$ cat src/rtl/fifo_2w_rr_arb_if.sv
// fifo_2w_rr_arb_if: producer request/ack bus plus the registered dual FIFO write ports
interface fifo_2w_rr_arb_if #(
    parameter int NUM_REQ    = 4,
    parameter int DATA_WIDTH = 32,
    parameter int FIFO_DEPTH = 8,
    parameter int CNT_WIDTH  = $clog2(FIFO_DEPTH) + 1,
    parameter int IDX_WIDTH  = $clog2(NUM_REQ)
);
    logic [NUM_REQ-1:0]            req;
    logic [NUM_REQ*DATA_WIDTH-1:0] req_data;
    logic [NUM_REQ-1:0]            ack;
    logic [CNT_WIDTH-1:0]          fifo_size;
    logic                          w_val_0;
    logic [DATA_WIDTH-1:0]         w_data_0;
    logic                          w_val_1;
    logic [DATA_WIDTH-1:0]         w_data_1;
    logic [IDX_WIDTH-1:0]          w_src_0;
    logic [IDX_WIDTH-1:0]          w_src_1;
    modport master (
        output req, req_data, fifo_size,
        input  ack, w_val_0, w_data_0, w_val_1, w_data_1, w_src_0, w_src_1
    );
    modport slave (
        input  req, req_data, fifo_size,
        output ack, w_val_0, w_data_0, w_val_1, w_data_1, w_src_0, w_src_1
    );
endinterface

$ cat src/rtl/fifo_2w_rr_arb.sv
// fifo_2w_rr_arb: round-robin arbiter granting up to two producers per cycle into a dual-write FIFO
module fifo_2w_rr_arb #(
    parameter int NUM_REQ    = 4,
    parameter int DATA_WIDTH = 32,
    parameter int FIFO_DEPTH = 8,
    parameter int CNT_WIDTH  = $clog2(FIFO_DEPTH) + 1,
    parameter int IDX_WIDTH  = $clog2(NUM_REQ)
) (
    input logic              clk,
    input logic              rst,
    input logic              enable,
    fifo_2w_rr_arb_if.slave  bus
);
    logic [IDX_WIDTH-1:0]  rr_ptr, g0, g1, nxt;
    logic                  f0, f1, grant0, grant1;
    logic [DATA_WIDTH-1:0] d0, d1;
    logic [IDX_WIDTH:0]    pop;
    logic [1:0]            inflight, cap_free, cap_pop, slots;
    logic [CNT_WIDTH:0]    diff, free;

    assign inflight = {1'b0, bus.w_val_0} + {1'b0, bus.w_val_1};
    assign diff     = (CNT_WIDTH+1)'(FIFO_DEPTH - 1) - {1'b0, bus.fifo_size} - (CNT_WIDTH+1)'(inflight);
    assign free     = diff[CNT_WIDTH] ? '0 : diff;
    assign cap_free = (free >= (CNT_WIDTH+1)'(2)) ? 2'd2 : free[1:0];
    assign cap_pop  = (pop >= (IDX_WIDTH+1)'(2)) ? 2'd2 : pop[1:0];
    assign slots    = (rst || !enable) ? 2'd0 : (cap_free < cap_pop ? cap_free : cap_pop);
    assign grant0   = slots != 2'd0;
    assign grant1   = slots == 2'd2;
    assign nxt      = grant1 ? g1 : g0;

    // Pick first requester at/after rr_ptr, then the next one strictly after it, wrapping
    always_comb begin
        g0 = '0;
        g1 = '0;
        f0 = 1'b0;
        f1 = 1'b0;
        pop = '0;
        for (int k = 0; k < NUM_REQ; k++) begin
            pop = pop + (IDX_WIDTH+1)'(bus.req[k]);
            if (!f0 && bus.req[(int'(rr_ptr) + k) % NUM_REQ]) begin
                f0 = 1'b1;
                g0 = IDX_WIDTH'((int'(rr_ptr) + k) % NUM_REQ);
            end
        end
        for (int k = 1; k < NUM_REQ; k++) begin
            if (f0 && !f1 && bus.req[(int'(g0) + k) % NUM_REQ]) begin
                f1 = 1'b1;
                g1 = IDX_WIDTH'((int'(g0) + k) % NUM_REQ);
            end
        end
        d0 = bus.req_data[int'(g0)*DATA_WIDTH +: DATA_WIDTH];
        d1 = bus.req_data[int'(g1)*DATA_WIDTH +: DATA_WIDTH];
    end

    // Acknowledge the granted requesters in the same cycle their data is captured
    always_comb begin
        bus.ack = '0;
        if (grant0) bus.ack[g0] = 1'b1;
        if (grant1) bus.ack[g1] = 1'b1;
    end

    // Register granted data onto the write ports and advance the round-robin pointer
    always_ff @(posedge clk) begin
        if (rst) begin
            bus.w_val_0  <= 1'b0;
            bus.w_val_1  <= 1'b0;
            bus.w_data_0 <= '0;
            bus.w_data_1 <= '0;
            bus.w_src_0  <= '0;
            bus.w_src_1  <= '0;
            rr_ptr       <= '0;
        end else begin
            bus.w_val_0 <= grant0;
            bus.w_val_1 <= grant1;
            if (grant0) begin
                bus.w_data_0 <= d0;
                bus.w_src_0  <= g0;
                rr_ptr       <= (nxt == IDX_WIDTH'(NUM_REQ - 1)) ? '0 : nxt + IDX_WIDTH'(1);
            end
            if (grant1) begin
                bus.w_data_1 <= d1;
                bus.w_src_1  <= g1;
            end
        end
    end
endmodule

$ cat src/flat_wrapper.sv
// flat-port wrapper written by rule: the top's interface ports become plain ports
module fifo_2w_rr_arb_flat 
#(
    parameter int NUM_REQ    = 4,
    parameter int DATA_WIDTH = 32,
    parameter int FIFO_DEPTH = 8,
    parameter int CNT_WIDTH  = $clog2(FIFO_DEPTH) + 1,
    parameter int IDX_WIDTH  = $clog2(NUM_REQ)
)
  (clk, rst, enable, bus_req, bus_req_data, bus_fifo_size, bus_ack, bus_w_val_0, bus_w_data_0, bus_w_val_1, bus_w_data_1, bus_w_src_0, bus_w_src_1);
  fifo_2w_rr_arb_if #(.NUM_REQ(NUM_REQ), .DATA_WIDTH(DATA_WIDTH), .FIFO_DEPTH(FIFO_DEPTH), .CNT_WIDTH(CNT_WIDTH), .IDX_WIDTH(IDX_WIDTH)) bus_i ();
  input logic clk;
  input logic rst;
  input logic enable;
  input wire logic [$bits(bus_i.req)-1:0] bus_req;
  input wire logic [$bits(bus_i.req_data)-1:0] bus_req_data;
  input wire logic [$bits(bus_i.fifo_size)-1:0] bus_fifo_size;
  output wire logic [$bits(bus_i.ack)-1:0] bus_ack;
  output wire logic [$bits(bus_i.w_val_0)-1:0] bus_w_val_0;
  output wire logic [$bits(bus_i.w_data_0)-1:0] bus_w_data_0;
  output wire logic [$bits(bus_i.w_val_1)-1:0] bus_w_val_1;
  output wire logic [$bits(bus_i.w_data_1)-1:0] bus_w_data_1;
  output wire logic [$bits(bus_i.w_src_0)-1:0] bus_w_src_0;
  output wire logic [$bits(bus_i.w_src_1)-1:0] bus_w_src_1;
  assign bus_i.req = bus_req;
  assign bus_i.req_data = bus_req_data;
  assign bus_i.fifo_size = bus_fifo_size;
  assign bus_ack = bus_i.ack;
  assign bus_w_val_0 = bus_i.w_val_0;
  assign bus_w_data_0 = bus_i.w_data_0;
  assign bus_w_val_1 = bus_i.w_val_1;
  assign bus_w_data_1 = bus_i.w_data_1;
  assign bus_w_src_0 = bus_i.w_src_0;
  assign bus_w_src_1 = bus_i.w_src_1;
  fifo_2w_rr_arb #(.NUM_REQ(NUM_REQ), .DATA_WIDTH(DATA_WIDTH), .FIFO_DEPTH(FIFO_DEPTH), .CNT_WIDTH(CNT_WIDTH), .IDX_WIDTH(IDX_WIDTH)) u_core (.clk(clk), .rst(rst), .enable(enable), .bus(bus_i));
endmodule
$ cat config.mk
export PLATFORM = sky130hd
export DESIGN_NAME = fifo_2w_rr_arb_flat
export DESIGN_NICKNAME = d
export VERILOG_FILES = /design/src/rtl/fifo_2w_rr_arb_if.sv /design/src/rtl/fifo_2w_rr_arb.sv /design/src/flat_wrapper.sv
export SDC_FILE = /design/constraint.sdc
export NUM_CORES = 1
export LEC_CHECK = 0
export CAP_MARGIN = 40
export CORE_MARGIN = 5
export CORE_UTILIZATION = 25
export DETAILED_ROUTE_END_ITERATION = 8
export GPL_TIMING_DRIVEN = 0
export SLEW_MARGIN = 40
export SYNTH_ARGS = -nofsm -noshare
export SYNTH_HDL_FRONTEND = slang
export SYNTH_SLANG_ARGS = --single-unit
$ cat constraint.sdc
create_clock -name clk -period 10.2 [get_ports clk]
set_clock_uncertainty 0.15 [all_clocks]
set_input_delay 1.53 -clock clk [delete_from_list [all_inputs] [get_ports clk]]
set_output_delay 1.53 -clock clk [all_outputs]
set_load 0.1 [all_outputs]
### After elaboration in Yosys (flattened, before gate mapping)

Index checks and enable logic that the tools add are counted.

| word-level totals | value |
|---|---|
| bits in registers | 72 |
| input bits | 139 |
| output and inout bits | 74 |
| word-level logic and storage cells | 115 |

| cells by class | value |
|---|---|
| $add $sub $neg | 13 |
| magnitude comparators | 14 |
| eq/ne operators | 2 |
| shift-type cells | 2 |
| muxes and demuxes | 46 |
| bitwise operators | 7 |
| reduce and logical (&&, ||, !) cells | 24 |

Operators by type and width:

| kind | count |
|---|---|
| 128-bit by 8-bit indexed part select with 32-bit output | 2 |
| 2-bit two-way mux | 13 |
| 3-bit by 4-bit < comparator with 1-bit output, second input constant | 6 |
| 1-bit two-way mux | 21 |
| 1-bit binary-select mux with 2-bit select | 7 |
| 4-bit two-way mux | 3 |
| 2-bit OR reduction | 6 |
| 1-bit logical AND | 10 |
| 2-bit by 3-bit < comparator with 1-bit output, second input constant | 3 |
| 2-bit adder, second input constant | 4 |
| 2-bit by 1-bit adder with 2-bit output, second input constant | 3 |
| 3-bit by 1-bit adder with 3-bit output | 2 |
| 1-bit AND, first input constant | 6 |
| 1-bit zero test | 6 |
| 5-bit by 2-bit greater-or-equal comparator with 1-bit output, second input constant | 1 |
| 3-bit by 4-bit subtractor with 5-bit output, first input constant | 1 |
| 5-bit by 2-bit subtractor with 5-bit output | 1 |
| 1-bit by 1-bit adder with 2-bit output | 2 |
| 1-bit demux with 2-bit select | 2 |
| 2-bit equality test, second input constant | 2 |
| 2-bit by 1-bit greater-or-equal comparator with 1-bit output, second input constant | 2 |
| 4-bit bitwise OR | 1 |
| 3-bit by 2-bit greater-or-equal comparator with 1-bit output, second input constant | 1 |
| 2-bit < comparator | 1 |
| 2 further kinds | 2 |

### Depth between registers and ports, before layout

Gate-level depths: netlist of run 1.

| depth | value |
|---|---|
| word-level depth | 36 |
| depth in mapped cells | 17 |
| mapped depth without buffers | 16 |

### Worst setup path before layout of run 1

OpenSTA, ideal clock, no wires.

| timing path | value |
|---|---|
| path kind | in2out |
| start | input port bus_fifo_size[0] |
| end | output port bus_ack[0] |
| arrival | 6.454 ns |
| data required time | 8.520 ns |
| setup slack | 2.066 ns |
| stages | 15 |
| buffers on the path | 2 |
| cell sequence | fa_1 -> ha_1 -> inv_1 -> ha_1 -> fa_1 -> nor3b_1 -> nor2b_1 -> ha_1 -> nor2b_1 -> a21oi_1 -> nor2_1 -> or2_2 -> clkbuf_1 -> clkbuf_1 -> o31ai_1 |

| on the way | value |
|---|---|
| cells in the longest elaborated chain, start to end | 12 |
| elaborated cells on any way between the ends | 13 |
| classes of those cells | add/sub: 2; order compare: 2; eq/ne: 1; mux: 6; bitwise: 1; reduce/logical: 1 |

RTL lines:

| element | RTL line | source |
|---|---|---|
| from (decl) | flat_wrapper.sv:17 | `input wire logic [$bits(bus_i.fifo_size)-1:0] bus_fifo_size;` |
| 3-bit by 4-bit subtractor with 5-bit output (*) | fifo_2w_rr_arb.sv:22 | `assign diff = (CNT_WIDTH+1)'(FIFO_DEPTH - 1) - {1'b0, bus.fifo_size} - (CNT_WIDTH+1)'(inflight);` |
| 5-bit by 2-bit subtractor with 5-bit output (*) | fifo_2w_rr_arb.sv:22 |  |
| 4-bit two-way mux (*) | fifo_2w_rr_arb.sv:23 | `assign free = diff[CNT_WIDTH] ? '0 : diff;` |
| 5-bit by 2-bit greater-or-equal comparator with 1-bit output | fifo_2w_rr_arb.sv:24 | `assign cap_free = (free >= (CNT_WIDTH+1)'(2)) ? 2'd2 : free[1:0];` |
| 2-bit two-way mux (*) | fifo_2w_rr_arb.sv:24 |  |
| 2-bit < comparator | fifo_2w_rr_arb.sv:26 | `assign slots = (rst \|\| !enable) ? 2'd0 : (cap_free < cap_pop ? cap_free : cap_pop);` |
| 2-bit two-way mux (*) (2 in series) | fifo_2w_rr_arb.sv:26 |  |
| 2-bit nonzero test | fifo_2w_rr_arb.sv:27 | `assign grant0 = slots != 2'd0;` |
| 4-bit two-way mux | fifo_2w_rr_arb.sv:58 | `if (grant0) bus.ack[g0] = 1'b1;` |
| 4-bit bitwise OR (no line) | n/a |  |
| 4-bit two-way mux (*) | fifo_2w_rr_arb.sv:59 | `if (grant1) bus.ack[g1] = 1'b1;` |
| to (decl) | flat_wrapper.sv:18 | `output wire logic [$bits(bus_i.ack)-1:0] bus_ack;` |

Mark *: on every way between the ends. The rest lies on a longest branch, timed or not.

### Worst setup path after layout of run 1

| timing path | value |
|---|---|
| start | input port bus_req[0] |
| end | output port bus_ack[3] |

| on the way | value |
|---|---|
| cells in the longest elaborated chain, start to end | 32 |
| elaborated cells on any way between the ends | 72 |
| classes of those cells | add/sub: 6; order compare: 6; eq/ne: 1; mux: 42; bitwise: 1; reduce/logical: 16 |

RTL lines:

| element | RTL line | source |
|---|---|---|
| from (decl) | flat_wrapper.sv:15 | `input wire logic [$bits(bus_i.req)-1:0] bus_req;` |
| 1-bit binary-select mux with 2-bit select | fifo_2w_rr_arb.sv:40 | `if (!f0 && bus.req[(int'(rr_ptr) + k) % NUM_REQ]) begin` |
| 1-bit two-way mux (not written as such) | fifo_2w_rr_arb.sv:40 |  |
| 1-bit two-way mux | fifo_2w_rr_arb.sv:40 |  |
| 1-bit zero test | fifo_2w_rr_arb.sv:40 |  |
| 1-bit logical AND | fifo_2w_rr_arb.sv:40 |  |
| 1-bit two-way mux | fifo_2w_rr_arb.sv:40 |  |
| 1-bit zero test | fifo_2w_rr_arb.sv:40 |  |
| 1-bit logical AND | fifo_2w_rr_arb.sv:40 |  |
| [4 not listed] | n/a |  |
| net u_core.g0[1] | fifo_2w_rr_arb.sv:14 | `logic [IDX_WIDTH-1:0] rr_ptr, g0, g1, nxt;` |
| [11 not listed] | n/a |  |
| 1-bit logical AND (2 in series) | fifo_2w_rr_arb.sv:46 | `if (f0 && !f1 && bus.req[(int'(g0) + k) % NUM_REQ]) begin` |
| 2-bit two-way mux | fifo_2w_rr_arb.sv:46 |  |
| 2-bit by 3-bit < comparator with 1-bit output (not written as such) / 2-bit by 1-bit greater-or-equal comparator with 1-bit output (equally long branches) | fifo_2w_rr_arb.sv:59 |  |
| 1-bit logical AND (not written as such) | fifo_2w_rr_arb.sv:59 |  |
| 1-bit two-way mux (not written as such) | fifo_2w_rr_arb.sv:59 |  |
| 1-bit demux with 2-bit select | n/a |  |
| 4-bit bitwise OR (no line) | n/a |  |
| 4-bit two-way mux (*) | fifo_2w_rr_arb.sv:59 |  |

Mark *: on every way through the listed nets, which the timed path passes. The rest lies on a longest branch. The select of a mux whose other input is x is not followed.

==> results of run 1 <==
## cells in the final DEF, fill, tap and decap left out, types with 3 or more instances in the layout
cell type,count
a21oi_1,41
a31oi_1,3
and3_1,3
buf_1,9
buf_2,85
buf_4,4
buf_6,4
bufinv_16,3
clkbuf_1,36
clkbuf_16,9
clkdlybuf4s50_1,138
dfxtp_1,72
fa_1,3
ha_1,9
inv_1,14
mux2_2,31
mux2i_1,60
nand2_1,172
nand3_1,123
nor2_1,12
nor2b_1,7
o211ai_1,7
o21ai_0,6
o21ai_1,30
## state kept, by name, summed over array words and instances (netlist names)
name / cells
u_core.bus.w_src_0: 2
u_core.rr_ptr: 2
u_core.bus.w_data_0: 32
u_core.bus.w_src_1: 2
u_core.bus.w_val_1: 1
u_core.bus.w_val_0: 1
u_core.bus.w_data_1: 32
## power groups by stage
stage                     sequential (mW)  combinational [mW]  clock, mW
final                               0.316               0.758      0.371
after CTS                           0.316               0.764      0.382
after global placement              0.322               0.778          0
after floorplan                     0.479               0.389          0
after global routing                0.319               0.811      0.394
after detailed placement            0.322               0.762          0
## layout make-up
cell class	instances	share of cell area [%]
Multi-Input combinational cell	548	44.0
Timing Repair Buffer	212	23.2
Clock buffer	9	2.99
Inverter	16	0.796
Sequential cell	72	19.1
Tap cell	270	4.48
Clock inverter	6	1.44
Buffer	64	3.96
## metal layers
layer,part of all wire (%),wire [um],vias to the layer above,GRT usage [%]
met5,0.031,7,-,0
met4,1.1,239,2,3.48
met3,7.0,1560,17,4.78
met2,47,10400,214,30.0
met1,45,10100,2663,24.5
li1,-,-,2874,-
## critical path: stages
cell and delay [ns]:
clkdlybuf4s50_1 0.65, nand2_1 0.11, nor3b_1 0.17, o32ai_4 0.54, inv_2 0.17, clkbuf_1 0.36
ha_1 0.42, inv_1 0.07, a31oi_1 0.14, o21ai_1 0.11, a21bo_2 0.21, a21oi_1 0.42
buf_4 0.31, buf_4 0.22, a32o_1 0.18, buf_2 0.43
## worst max path at each step
stage / start / to / cells past startpoint
finish: bus_req[0] / bus_ack[3] / 16
global route: bus_req[0] / bus_ack[3] / 16
CTS: bus_req[0] / bus_ack[3] / 16
detailed placement: bus_req[0] / bus_ack[3] / 16
global placement: bus_req[0] / bus_ack[3] / 16
floorplan: bus_fifo_size[0] / bus_ack[0] / 15
## kinds of logic (layout without fill, tap and decap cells)
| group | after synthesis | after routing | share of synthesized area (%) |
|---|---|---|---|
| xor gates and xnor gates | 2 | 2 | 0.342 |
| muxes | 94 | 94 | 19.4 |
| AOI/OAI and AO/OA | 110 | 110 | 13.1 |
| buffers and inverters | 80 | 307 | 7.01 |
| DFF | 72 | 72 | 28.2 |
| and+or+nand+nor | 330 | 330 | 28.7 |
| adders and majority gates | 12 | 12 | 3.37 |
## per-stage QoR
| stage | cells | worst slack [ns] | hold WS (ns) | utilization (%) | power [mW] |
|---|---|---|---|---|---|
| after floorplan | 700 | 2.07 | 0.581 | - | 0.867 |
| after global placement | 1182 | 1.71 | 0.292 | 37.6 | 1.10 |
| after detailed placement | 1182 | 2.43 | 0.293 | 35.7 | 1.08 |
| after CTS | 1197 | 2.42 | 0.302 | 37.4 | 1.46 |
| after global routing | 1197 | 2.12 | 0.314 | 37.4 | 1.52 |
| final | 1197 | 2.48 | 0.300 | 37.4 | 1.45 |
==> run metrics, run 1 <==
Setup violations, final=0; Worst Hold Endpoint=u_core.bus.w_data_0[3]; initial antenna violation count=1; setup TNS=0 ns; power share of the sequential group=between 20% and 30%; CTS tree=done; total grt overflow=0; CTS clk-pin slew, worst paths=approximately 0.06 ns; minimum clock period=7.72 ns; RSZ-0062 raised after global routing=no; largest net degree at the start of global routing=13; Top Ports=213; Num CTS Buffers=9; kind of critical path=primary input to primary output; Clock power frac=25.7%; chip width=approximately 150 um; post-synthesis sequential area ratio=28.2%; CTS Buffer Depth=2; Yosys Warn Count=0; CTS Sinks=72; Die H=~150 um; first-pass GRT wire length=33900 um; Mapped Nets=851; Syn Area/Cell=7.31 um2; post-CTS setup buffer count=0; maximum clock frequency=0.130 GHz; CP max FO=11; RR Endpoint=u_core.bus.w_data_1[18]; switching share of power=a little over two fifths; outcome=completed; vias=5770; Filler cells=2169; Post-DP HPWL=16800 um; MaxCap Viol Count=0; Peak VDD IR=between 0.1 and 0.15 mV; proportion of layout cells with a drive suffix above 1=15.9%; initial core utilization=about a quarter; HP Class=flop to flop; H-tree depth=3; hold buffer count at cts=0; row count=52; Synth Cell Area=5120 um2; PD cells=192 nW/um2; R2R depth=14; cell with the most instances after synthesis=nand2_1; multi-input logic area=about 3300 um2; post-synthesis async set-or-reset flop share=0%; worst r2r src=u_core.rr_ptr[0]; startpoint type of the worst setup path=primary input; Tightest Pin Transition=0.743 ns; Post-synth EDFFs=0; Root Buffer=clkbuf_16; die area=23400 um2; leak pwr=roughly 3.3 nW; Final Slew Violations=0; WL/cell=18.7 um; Routed Antenna Nets=0; CP required=8.52 ns; ANT cells=0; Cells after Synth=700; Core ar.=20200 um2; top post-synthesis cells by area=dfxtp_1 (28%), nand2_1 (13%), nand3_1 (12%); Top FF cell, synth=dfxtp_1; Logic pwr share=52.5%; GR Util All Layers=18.3%; Via density=4.82; R2R Setup Slk=5.63 ns; Final Hold Vio Count=0; Critical Path AT=just over 6 ns; clk_lat worst skew=0.34 ns; PortBufs=212; Internal=811 uW; Worst Setup End Kind=primary output; Synth top area share=28.2%; GPL Wtd Cong=0.873; hold depth=2; initial drt markers=326; top cell type by total area after synthesis=dfxtp_1; Slew headroom=50.5%; Final Cell Area=7540 um2; Storage cell area=1440 um2; DR DRC count=0; final wirelength=22400 um; P_sw=634 uW; number of global-route vias before repair=around 5700; Pre-antenna DRT Iters=5; hold path startpoint=u_core.bus.w_data_0[3]; nets=1074; DP Area=slightly above 7000 um2; Netlist cell types=between 50 and 60; # resized after CTS=0; top post-synthesis cells by count=nand2_1 (172), nand3_1 (123), dfxtp_1 (72), mux2i_1 (60), a21oi_1 (41); Synth Register Bits=approximately 70; Area Growth Syn to Fin=47.3%; fin crit share=75.7%
Power figures use the tool's default switching activity.
==> run 2, diff against run 1 <==
==> constraint.sdc (replaced) <==
create_clock -name clk -period 6.6 [get_ports clk]
set_clock_uncertainty 0.15 [all_clocks]
set_input_delay 0.99 -clock clk [delete_from_list [all_inputs] [get_ports clk]]
set_output_delay 0.99 -clock clk [all_outputs]
set_load 0.1 [all_outputs]
==> run metrics, run 2 (same netlist as run 1, synthesis figures left out) <==
outcome=completed; Worst Setup Slack, final=~0.23 ns; die area=approximately 23000 um2; Routed Antenna Nets=0; GPL Wtd Cong=roughly 0.83; Filler cells=2158; Num CTS Buffers=9; initial antenna violation count=0; total power=approximately 2.2 mW; first-pass GRT wire length=about 35000 um; minimum clock period=6.37 ns; final wirelength=22600 um; kind of critical path=primary input to primary output; post-place setup slack=0.0255 ns; Internal=~1.2 mW; CP max FO=11; H-tree depth=3; Setup violations, final=0; Logic pwr share=53.3%; Die H=153 um; Slew headroom=between 40% and 50%; MaxCap Viol Count=0; row count=52; commonest non-fill, non-tap cell in the layout=nand2_1; Final Hold Vio Count=0; leak pwr=about 3.3 nW; Clock power frac=between 20 and 25%; WL/cell=18.8 um; initial core utilization=25.4%; DR DRC count=0; startpoint type of the worst setup path=primary input; CTS tree=done; ANT cells=0; proportion of layout cells with a drive suffix above 1=16.4%; CTS Sinks=72; Peak VDD IR=0.113 mV; number of global-route vias before repair=5977; initial drt markers=383; P_sw=around 990 uW; power share of the sequential group=21.9%; commonest cells after routing, fill and taps aside=nand2_1 (172), clkdlybuf4s50_1 (138), nand3_1 (123), buf_2 (81), dfxtp_1 (72); nets=1077; Final Cell Area=7580 um2; chip width=between 150 and 200 um; CTS clk-pin slew, worst paths=0.06 ns; Post-DP HPWL=17000 um; PD cells=294 nW/um2; PortBufs=212; largest net degree at the start of global routing=14; Final Slew Violations=0; Top Ports=213; Root Buffer=clkbuf_16; Critical Path AT=5.23 ns; DP Area=~7200 um2; Core ar.=about 20000 um2; switching share of power=~45%; Via density=4.89; RSZ-0062 raised after global routing=yes; Regs by FF count=u_core.bus.w_data_0 (32), u_core.bus.w_data_1 (32); clk_lat worst skew=0.34 ns; Tightest Pin Transition=0.758 ns; total grt overflow=0; fin crit share=between 90% and 100%; maximum clock frequency=around 0.16 GHz; Worst Setup End Kind=primary output; Pre-antenna DRT Iters=5; Area Growth Syn to Fin=48.0%; CP required=5.46 ns; CTS Buffer Depth=2; vias=roughly 5900; GR Util All Layers=18.7%; HP Class=flop to flop
run 2: worst max-delay path: stages:
cell and delay, ns:
clkdlybuf4s50_1 0.54, buf_2 0.25, mux2i_1 0.14, nor2_1 0.05, or3_1 0.35, buf_2 0.18, clkbuf_1 0.32, ha_1 0.42
inv_1 0.07, a31oi_1 0.13, o21ai_1 0.11, a221oi_1 0.36, a21oi_2 0.13, buf_4 0.23, buf_4 0.20, nor2_1 0.25
a21o_1 0.16, clkbuf_4 0.34
run 2: timing repair:
action | CTS | global route
gates resized for setup | 2 | 4
buffers inserted | 0 | 3
endpoints found under the setup margin | 2 | 3
hold buffers | 0 | 0
pin swaps | 0 | 1
gates cloned | 0 | 0
run 2: area by class of cell:
| class | instances | area (um2) | share of cell area (%) |
|---|---|---|---|
| inverter | 16 | 60.1 | 0.792 |
| sequential | 72 | 1440 | 19.0 |
| multi-input combinational | 548 | 3330 | 43.9 |
| clock inverter | 6 | 90.1 | 1.19 |
| clock buffer | 10 | 239 | 3.15 |
| timing repair buffer | 215 | 1780 | 23.5 |
| tap | 270 | 338 | 4.46 |
| buffer | 64 | 299 | 3.95 |
run 2: routing by layer:
metal / GRT usage [%] / vias to the layer above / part of all wire [%]
met2: 29.6 / 234 / 45
met5: 0 / - / 0
met4: 6.66 / 0 / 2.2
li1: - / 2882 / -
met1: 24.9 / 2725 / 45
met3: 4.16 / 36 / 7.4
run 2: path summary, 6_finish.rpt:
| path | from | end | slack (ns) | cells past startpoint |
|---|---|---|---|---|
| setup reg to reg | u_core.bus.w_val_1 | u_core.bus.w_data_0[23] | 2.05 | 17 |
| hold / removal | u_core.bus.w_data_0[0] | u_core.bus.w_data_0[0] | 0.30 | 2 |
| hold reg to reg | u_core.bus.w_data_0[0] | u_core.bus.w_data_0[0] | 0.30 | 2 |
| setup / recovery | bus_req[2] | bus_ack[2] | 0.23 | 18 |
run 2: per-stage QoR:
stage	utilization, %	hold WS [ns]	cells	setup TNS (ns)
2_1_floorplan	-	0.581	700	0
3_3_place_gp	37.6	0.292	1182	-2.97
3_5_place_dp	35.8	0.294	1182	0
4_1_cts	37.4	0.302	1198	0
5_1_grt	37.6	0.319	1201	-0.0250
6_report	37.6	0.301	1201	0
run 2: power by group through the flow:
| stage | clock network (mW) | registers (mW) | logic, mW |
|---|---|---|---|
| 2_1_floorplan | 0 | 0.740 | 0.602 |
| 3_3_place_gp | 0 | 0.498 | 1.21 |
| 3_5_place_dp | 0 | 0.498 | 1.19 |
| 4_1_cts | 0.566 | 0.488 | 1.19 |
| 5_1_grt | 0.587 | 0.492 | 1.27 |
| 6_report | 0.554 | 0.488 | 1.19 |
==> run 3, diff against run 2 <==
--- a/config.mk
+++ b/config.mk
@@ -9,6 +9,7 @@
 export CORE_MARGIN = 5
 export CORE_UTILIZATION = 25
 export DETAILED_ROUTE_END_ITERATION = 8
+export GPL_ROUTABILITY_DRIVEN = 0
 export GPL_TIMING_DRIVEN = 0
 export SLEW_MARGIN = 40
 export SYNTH_ARGS = -nofsm -noshare
==> results of run 3 <==
Same layout as run 2: the final DEF is identical, and so are final timing and power.
